$ cat config.mk
export PLATFORM = sky130hd
export DESIGN_NAME = proximity_alarm
export DESIGN_NICKNAME = d
export VERILOG_FILES = /design/src/rtl/proximity_alarm.sv
export SDC_FILE = /design/constraint.sdc
export NUM_CORES = 1
export LEC_CHECK = 0
export ABC_AREA = 0
export BUFFER_PORTS_ARGS = -buffer_cell sky130_fd_sc_hd__buf_4
export CORE_ASPECT_RATIO = 0.8
export CORE_MARGIN = 4
export CORE_UTILIZATION = 56
export CTS_CLUSTER_DIAMETER = 120
export DETAILED_ROUTE_END_ITERATION = 12
export PLACE_DENSITY_LB_ADDON = 0.2
export SETUP_SLACK_MARGIN = 0.4
export SLEW_MARGIN = 10
export SYNTH_ARGS = -nofsm -noshare
export SYNTH_HDL_FRONTEND = slang
export SYNTH_SLANG_ARGS = --single-unit
$ cat constraint.sdc
create_clock -name clk -period 3.1 [get_ports clk]
set_clock_uncertainty 0.15 [all_clocks]
set_input_delay 0.465 -clock clk [delete_from_list [all_inputs] [get_ports clk]]
set_output_delay 0.465 -clock clk [all_outputs]
set_load 0.05 [all_outputs]
$ cat src/rtl/proximity_alarm.sv
// Proximity alarm: 4-sample moving average of range-finder distance, zone
// classification with hysteresis, stale-data timeout and per-zone buzzer pattern.
module proximity_alarm #(
    parameter int unsigned NEAR_CM        = 20,
    parameter int unsigned FAR_CM         = 40,
    parameter int unsigned HYST_CM        = 3,
    parameter int unsigned TIMEOUT_CYCLES = 100000000,
    parameter int unsigned BEEP_ON_CYCLES = 5000000,
    parameter int unsigned WARN_PERIOD    = 25000000,
    parameter int unsigned STALE_PERIOD   = 50000000
) (
    input  logic       clk,
    input  logic       rst,
    input  logic [7:0] distance,
    input  logic       dist_valid,
    output logic [7:0] avg_dist,
    output logic       avg_valid,
    output logic [1:0] zone,
    output logic       buzzer
);

    localparam int unsigned TW   = $clog2(TIMEOUT_CYCLES);
    localparam int unsigned PMAX = (WARN_PERIOD > STALE_PERIOD) ? WARN_PERIOD : STALE_PERIOD;
    localparam int unsigned PW   = $clog2(PMAX);

    localparam logic [7:0] NEAR_TH    = 8'(NEAR_CM);
    localparam logic [7:0] FAR_TH     = 8'(FAR_CM);
    localparam logic [7:0] WARN_EXIT  = 8'(NEAR_CM + HYST_CM);
    localparam logic [7:0] CLEAR_EXIT = 8'(FAR_CM + HYST_CM);

    typedef enum logic [1:0] {
        Z_CLEAR  = 2'd0,
        Z_WARN   = 2'd1,
        Z_DANGER = 2'd2,
        Z_STALE  = 2'd3
    } zone_t;

    zone_t           zone_q;
    zone_t           zone_nxt;
    logic [3:0][7:0] hist;
    logic [9:0]      sum;
    logic [9:0]      sum_nxt;
    logic            primed;
    logic [TW-1:0]   to_cnt;
    logic [PW-1:0]   pat_cnt;
    logic [PW-1:0]   pat_nxt;
    logic            accept;
    logic            to_hit;
    logic            buzz_c;

    // distance 0 means "no echo" and is not a measurement
    assign accept = dist_valid && (distance != 8'd0);
    assign to_hit = (to_cnt == TW'(TIMEOUT_CYCLES - 1)) && !accept;
    assign zone   = zone_q;

    // hist[3] is the oldest slot; modular 10-bit math is exact since the result fits
    always_comb begin
        sum_nxt = sum + 10'(distance) - 10'(hist[3]);
    end

    // Zone classification on the cycle after avg_valid; timeout has priority
    always_comb begin
        zone_nxt = zone_q;
        if (to_hit) begin
            zone_nxt = Z_STALE;
        end else if (avg_valid) begin
            case (zone_q)
                Z_WARN: begin
                    if (avg_dist <= NEAR_TH)         zone_nxt = Z_DANGER;
                    else if (avg_dist >= CLEAR_EXIT) zone_nxt = Z_CLEAR;
                end
                Z_DANGER: begin
                    if (avg_dist >= CLEAR_EXIT)      zone_nxt = Z_CLEAR;
                    else if (avg_dist >= WARN_EXIT)  zone_nxt = Z_WARN;
                end
                default: begin
                    if (avg_dist <= NEAR_TH)         zone_nxt = Z_DANGER;
                    else if (avg_dist <= FAR_TH)     zone_nxt = Z_WARN;
                    else                             zone_nxt = Z_CLEAR;
                end
            endcase
        end
    end

    // Pattern counter restarts on any zone change and only runs in beeping zones
    always_comb begin
        pat_nxt = '0;
        if (zone_nxt == zone_q) begin
            case (zone_q)
                Z_WARN:  pat_nxt = (pat_cnt == PW'(WARN_PERIOD - 1))  ? '0 : pat_cnt + PW'(1);
                Z_STALE: pat_nxt = (pat_cnt == PW'(STALE_PERIOD - 1)) ? '0 : pat_cnt + PW'(1);
                default: pat_nxt = '0;
            endcase
        end
    end

    always_comb begin
        buzz_c = 1'b0;
        case (zone_q)
            Z_WARN:   buzz_c = (pat_cnt < PW'(BEEP_ON_CYCLES));
            Z_DANGER: buzz_c = 1'b1;
            Z_STALE:  buzz_c = (pat_cnt < PW'(BEEP_ON_CYCLES / 2));
            default:  buzz_c = 1'b0;
        endcase
    end

    always_ff @(posedge clk) begin
        if (rst) begin
            hist      <= '0;
            sum       <= '0;
            primed    <= 1'b0;
            to_cnt    <= '0;
            avg_dist  <= '0;
            avg_valid <= 1'b0;
            zone_q    <= Z_STALE;
            pat_cnt   <= '0;
            buzzer    <= 1'b0;
        end else begin
            avg_valid <= accept;
            if (accept) begin
                to_cnt <= '0;
                if (!primed) begin
                    // first sample after reset or stale seeds the whole window
                    hist     <= {4{distance}};
                    sum      <= {distance, 2'b00};
                    avg_dist <= distance;
                    primed   <= 1'b1;
                end else begin
                    hist     <= {hist[2:0], distance};
                    sum      <= sum_nxt;
                    avg_dist <= sum_nxt[9:2];
                end
            end else if (to_hit) begin
                primed <= 1'b0;
            end else begin
                to_cnt <= to_cnt + TW'(1);
            end
            zone_q  <= zone_nxt;
            pat_cnt <= pat_nxt;
            buzzer  <= buzz_c;
        end
    end

endmodule

==> results of run 1 <==
[final cells by class]
class | count | area (µm²) | share of cell area
flip-flops and latches | 100 | 2020 | 0.323
multi-input cells | 489 | 3290 | 0.527
inverters | 47 | 176 | 0.0282
repair buffers | 40 | 325 | 0.0521
clock buffers | 11 | 243 | 0.0388
clock inverters | 4 | 50.0 | 0.00801
well taps | 119 | 149 | 0.0238
[per-layer routing]
layer / routed length (µm) / track usage / vias to the layer above
li1: - / - / 2397
met1: 6160 / 0.305 / 2282
met2: 5960 / 0.340 / 114
met3: 628 / 0.0614 / 17
met4: 117 / 0.0543 / 0
met5: 0 / 0 / -
[power breakdown]
part	total, µW	internal [µW]	switching, µW
registers	1400	1340	54.5
clock network	1120	642	476
logic	836	349	487
[Yosys cell counts (3+ instances only)]
master | instances | area (µm²)
a211oi_1 | 32 | 240
a21o_1 | 4 | 30.0
a21oi_1 | 49 | 245
a31oi_1 | 3 | 18.8
and2_1 | 6 | 37.5
and3_1 | 7 | 43.8
and4_1 | 6 | 52.6
and4b_1 | 4 | 40.0
buf_2 | 4 | 20.0
buf_4 | 8 | 60.1
clkbuf_1 | 25 | 93.8
dfxtp_1 | 100 | 2000
fa_1 | 8 | 160
ha_1 | 17 | 213
inv_1 | 47 | 176
mux2i_1 | 3 | 30.0
nand2_1 | 42 | 158
nand2b_1 | 8 | 50.1
nand3_1 | 24 | 120
nand4_1 | 17 | 106
nor2_1 | 102 | 383
nor2b_1 | 3 | 18.8
nor3_1 | 11 | 55.1
nor4_1 | 21 | 131
o211a_1 | 4 | 40.0
o211ai_1 | 4 | 30.0
o21ai_0 | 16 | 80.1
o31a_1 | 3 | 26.3
o32ai_1 | 3 | 26.3
o41ai_1 | 4 | 35.0
or2_2 | 3 | 18.8
or3_1 | 5 | 31.3
or4_1 | 3 | 22.5
xnor2_1 | 29 | 254
xor2_1 | 22 | 193
[per-stage QoR]
step / utilization / hold WS [ns]
final: 0.650 / 0.240
after global routing: 0.650 / 0.246
after CTS: 0.633 / 0.238
after detailed placement: 0.594 / 0.298
after global placement: 0.594 / 0.291
after floorplan: - / 0.282
[timing repair]
item / in CTS / in global routing
hold buffers: 0 / 0
endpoints found under the setup margin: 30 / 30
pin swaps: 8 / 18
cloned: 0 / 1
endpoints found under the hold margin: 0 / 0
gates resized for setup: 16 / 16
buffers inserted: 3 / 8
[worst paths after layout]
path | startpoint | to | cells after the start | slack, ns
worst max-delay path | sum[1] | avg_dist[5] | 11 | 0.43
worst min-delay path | distance[4] | hist[4] | 3 | 0.24
worst max register to register | sum[1] | avg_dist[5] | 11 | 0.43
worst min register to register | sum[0] | sum[0] | 2 | 0.30
[critical path, delay by kind of cell (launching register included)]
kind,cells,cell delay (ns)
compound gates,5,1.05
fa+ha+maj,2,0.68
buf+inv,3,0.28
flops,1,0.34
simple gates,1,0.04
[flip-flops by register name (all words and copies together) (netlist names)]
register / cells
hist: 32
avg_dist: 8
buzzer: 1
sum: 2
primed: 1
to_cnt: 27
pat_cnt: 26
avg_valid: 1
zone: 2
[logic make-up (layout without fill, tap and decap cells)]
group,after synthesis,after routing,synth area share
xor gates and xnor gates,51,51,0.0810
DFF,100,100,0.363
buffers and inverters,88,102,0.0692
adders and majority gates,25,25,0.0676
muxes,3,3,0.00544
AOI/OAI and AO/OA,137,138,0.165
and+or+nand+nor,272,272,0.249
==> results.txt, run 1 <==
WL per Instance -> 15.9 µm
Final worst slack -> 0.429 ns
Worst endpoint required time -> 3.16 ns
Iteration-0 DRC Markers -> 330
Pre-antenna DRT Iters -> 6
Hold WC Path Type -> input pin to flip-flop
Clock tree buffer depth -> 2
Die Span X -> 119 µm
Crit-path max cell delay -> 0.48 ns
Largest fanout on the critical path -> 3
RD Place Congestion -> 0.880
Die H -> 96.8 µm
Syn Nets -> 712
Leak Pwr -> 0.00237 µW
First-pass GRT wire length -> 21300 µm
Outcome -> complete, no violations
Commonest non-fill, non-tap cell in the layout -> nor2_1
I/O pins -> 23
DR vias -> 4810
WL final -> 12900 µm
Reg clk slew, reported paths -> 0.07 ns
Port bufs -> 22
Max-cap viol count -> 0
Tmin final -> 2.67 ns
Synthesized area per cell -> 8.16 µm²
Mapped Area -> 5520 µm²
Post-route cell area -> 6250 µm²
Via/cell ratio -> 5.94
RSZ-0062 raised after global routing -> yes
Hpwl dp -> 8670 µm
Final Setup Violations -> 0
Fin Setup TNS -> 0 ns
Total Power -> 3350 µW
Nets@finish -> 723
Post-synth EDFFs -> 0
#FFs+latches synth -> 100
Worst-Margin Slew -> 0.811 ns
Initial Util -> 0.574
Placed Cells -> 783
Ys Warns -> 0
Vias in the first global route -> 4507
TritonCTS buffer count -> 9
DRC -> 0
Final Max Tran Viols -> 0
Post-route insts no fill -> 810
Gr usage total -> 0.220
Post-synth top flop -> dfxtp_1
Largest net degree at the start of global routing -> 59
Placement Setup Slack -> 0.149 ns
Max H-tree Level -> 3
Critical Path Sink Type -> flip-flop
Fillcell total -> 804
Mapped Cells -> 676
Worst path slowest cell -> fa_1
CTS tree -> built
Peak supply drop -> 0.341 mV
CP arrival -> 2.73 ns
Worst Setup Start Kind -> flip-flop
Placed Area -> 5710 µm²
Share of cells above drive strength 1 -> 0.136
Pwr/cell area -> 536 nW/µm²
FFs w/ async S/R, synth -> 0
Critical path class -> flip-flop to flip-flop
FMAX -> 0.374 GHz
Relative slew slack -> 0.459
Final ANT Viol Nets -> 0
Most frequent cells in the layout -> nor2_1, dfxtp_1, a21oi_1, inv_1, nand2_1
Root buffer selected by CTS -> clkbuf_16
Rows -> 32
Final hold vios -> 0
P&R area growth vs syn -> 13.3%
Core ar. -> 9610 µm²
Synth cell types -> 57
Clock sinks -> 100
Antenna cells -> 0
Final period util -> 0.862
Clk_lat worst skew -> 0.35 ns
Register area share after synthesis -> 0.363
Global route overflow -> 0
Die ar. -> 11500 µm²
Initial antenna violation count -> 0
Crit path cell chain -> inv_2 -> fa_1 -> inv_2 -> ha_4 -> a21o_1 -> a21o_1 -> a2111oi_4 -> buf_4 -> nor4_2 -> o211ai_1 -> a21oi_1
No activity file was read; power rests on OpenSTA's default activity.
==> run 2, diff against run 1 <==
RECOVER_POWER = 50   (was not set)
==> results.txt, run 2 (synthesis gave the netlist of run 1 again) <==
Worst setup path start -> distance[7]
Final Max Tran Viols -> 0
Placed Area -> 5710 µm²
RSZ-0062 raised after global routing -> yes
Clock tree buffer depth -> 2
Final worst slack -> 0.340 ns
FMAX -> 0.362 GHz
Placement Setup Slack -> 0.149 ns
Delay-heaviest family, CP -> buffers and inverters
Fillcell total -> 815
TritonCTS buffer count -> 9
Nets@finish -> 723
Share of cells above drive strength 1 -> 0.113
Reg with most FFs -> hist
Antenna cells -> 0
Critical path class -> input pin to flip-flop
Iteration-0 DRC Markers -> 363
Pre-antenna DRT Iters -> 5
Largest fanout on the critical path -> 58
Leak Pwr -> 0.00230 µW
Final period util -> 0.890
Hold WC Path Type -> input pin to flip-flop
Clk_lat worst skew -> 0.35 ns
Final core occ -> 0.643
Root buffer selected by CTS -> clkbuf_16
WP buf/inv -> 2
Hold_buf cts -> 0
Largest registers -> hist: 32 flops, to_cnt: 27 flops, pat_cnt: 26 flops
Global route overflow -> 0
Most frequent cells in the layout -> nor2_1, dfxtp_1, a21oi_1, inv_1, nand2_1
Reg clk slew, reported paths -> 0.06 ns
Max-cap viol count -> 0
Via/cell ratio -> 5.90
Register-to-Register Path Depth -> 11
Critical path depth -> 7
Commonest non-fill, non-tap cell in the layout -> nor2_1
Rows -> 32
Die ar. -> 11500 µm²
Worst reg2reg setup slack -> 0.42 ns
Post-route cell area -> 6170 µm²
Vias in the first global route -> 4507
Worst hold slack -> 0.241 ns
Outcome -> complete, no violations
Final hold vios -> 0
Gr usage total -> 0.220
Hpwl dp -> 8670 µm
CP Capture Point -> avg_dist[6]
Initial Util -> 0.574
P&R area growth vs syn -> 11.9%
I/O pins -> 23
Largest net degree at the start of global routing -> 59
Final Setup Violations -> 0
Relative slew slack -> 0.282
Tmin final -> 2.76 ns
Worst-Margin Slew -> 1.08 ns
Clock sinks -> 100
Crit-path max cell delay -> 0.72 ns
Reg-to-Reg Start -> sum[1]
DR vias -> 4783
Core ar. -> 9610 µm²
CTS tree -> built
DRC -> 0
First-pass GRT wire length -> 21300 µm
Die H -> 96.8 µm
Fin Setup TNS -> 0 ns
Final ANT Viol Nets -> 0
RD Place Congestion -> 0.880
Worst Setup Start Kind -> input pin
Critical Path Sink Type -> flip-flop
WL final -> 12900 µm
Max H-tree Level -> 3
Initial antenna violation count -> 0
CP arrival -> 2.82 ns
Worst endpoint required time -> 3.16 ns
RR Endpoint -> avg_dist[5]
Peak supply drop -> 0.342 mV
Port bufs -> 22
Worst path slowest cell -> clkbuf_2
Number of flip-flops in the largest register -> 32
Crit path cell chain -> buf_4 -> nor4_1 -> a21boi_0 -> clkbuf_2 -> nand3b_1 -> o31a_1 -> o41ai_1
WL per Instance -> 16.0 µm
Pwr/cell area -> 539 nW/µm²
Die Span X -> 119 µm
## run 2: changes by cell type in the layout (fill, tap and decap cells not counted)
cell	delta
clkbuf_1	+14
nor4_1	+1
clkbuf_2	+2
a21boi_4	-1
a21boi_0	+1
nor4_2	-1
buf_4	-16
## run 2: worst min path at each step
stage	startpoint	end	slack (ns)	cells after the start
finish	distance[1]	hist[1]	0.24	3
global placement	sum[1]	sum[1]	0.29	2
CTS	distance[4]	hist[4]	0.24	3
global route	distance[4]	hist[4]	0.25	3
detailed placement	sum[0]	sum[0]	0.30	2
floorplan	sum[0]	sum[0]	0.28	2
## run 2: tightest hold or removal path, cell delays in order
cell	delay, ns
buf_4	0.12
nand2_1	0.06
a21oi_1	0.05
## run 2: cell type report
class / instances / area (µm²) / area share
tap: 119 / 149 / 0.0241
multi-input combinational: 489 / 3270 / 0.530
inverter: 47 / 176 / 0.0286
timing repair buffer: 40 / 268 / 0.0434
clock buffer: 11 / 243 / 0.0393
clock inverter: 4 / 50.0 / 0.00811
sequential: 100 / 2020 / 0.326
## run 2: metrics by stage
stage | power [µW] | cells
finish | 3330 | 810
global route | 3490 | 810
CTS | 3260 | 801
detailed placement | 2100 | 783
global placement | 2070 | 783
floorplan | 1950 | 676
## run 2: layer usage
metal | global-route usage | vias to the layer above | part of all wire
met4 | 0.0543 | 0 | 0.0083
met3 | 0.0614 | 15 | 0.047
met1 | 0.305 | 2253 | 0.48
met2 | 0.340 | 112 | 0.46
li1 | - | 2403 | -
met5 | 0 | - | 0
## run 2: power by group
| part | total, µW | leakage, µW | switching, µW | internal, µW |
|---|---|---|---|---|
| sequential | 1390 | 0.000819 | 54.3 | 1340 |
| clock | 1120 | 0.000138 | 475 | 642 |
| combinational | 818 | 0.00135 | 485 | 333 |
## run 2: repair_timing
| action | 4_1_cts | 5_1_grt |
|---|---|---|
| setup buffers | 3 | 8 |
| resized for setup | 16 | 16 |
| gates cloned | 0 | 1 |
| hold endpoints to repair | 0 | 0 |
| pin swaps | 8 | 18 |
| setup endpoints to repair | 30 | 30 |
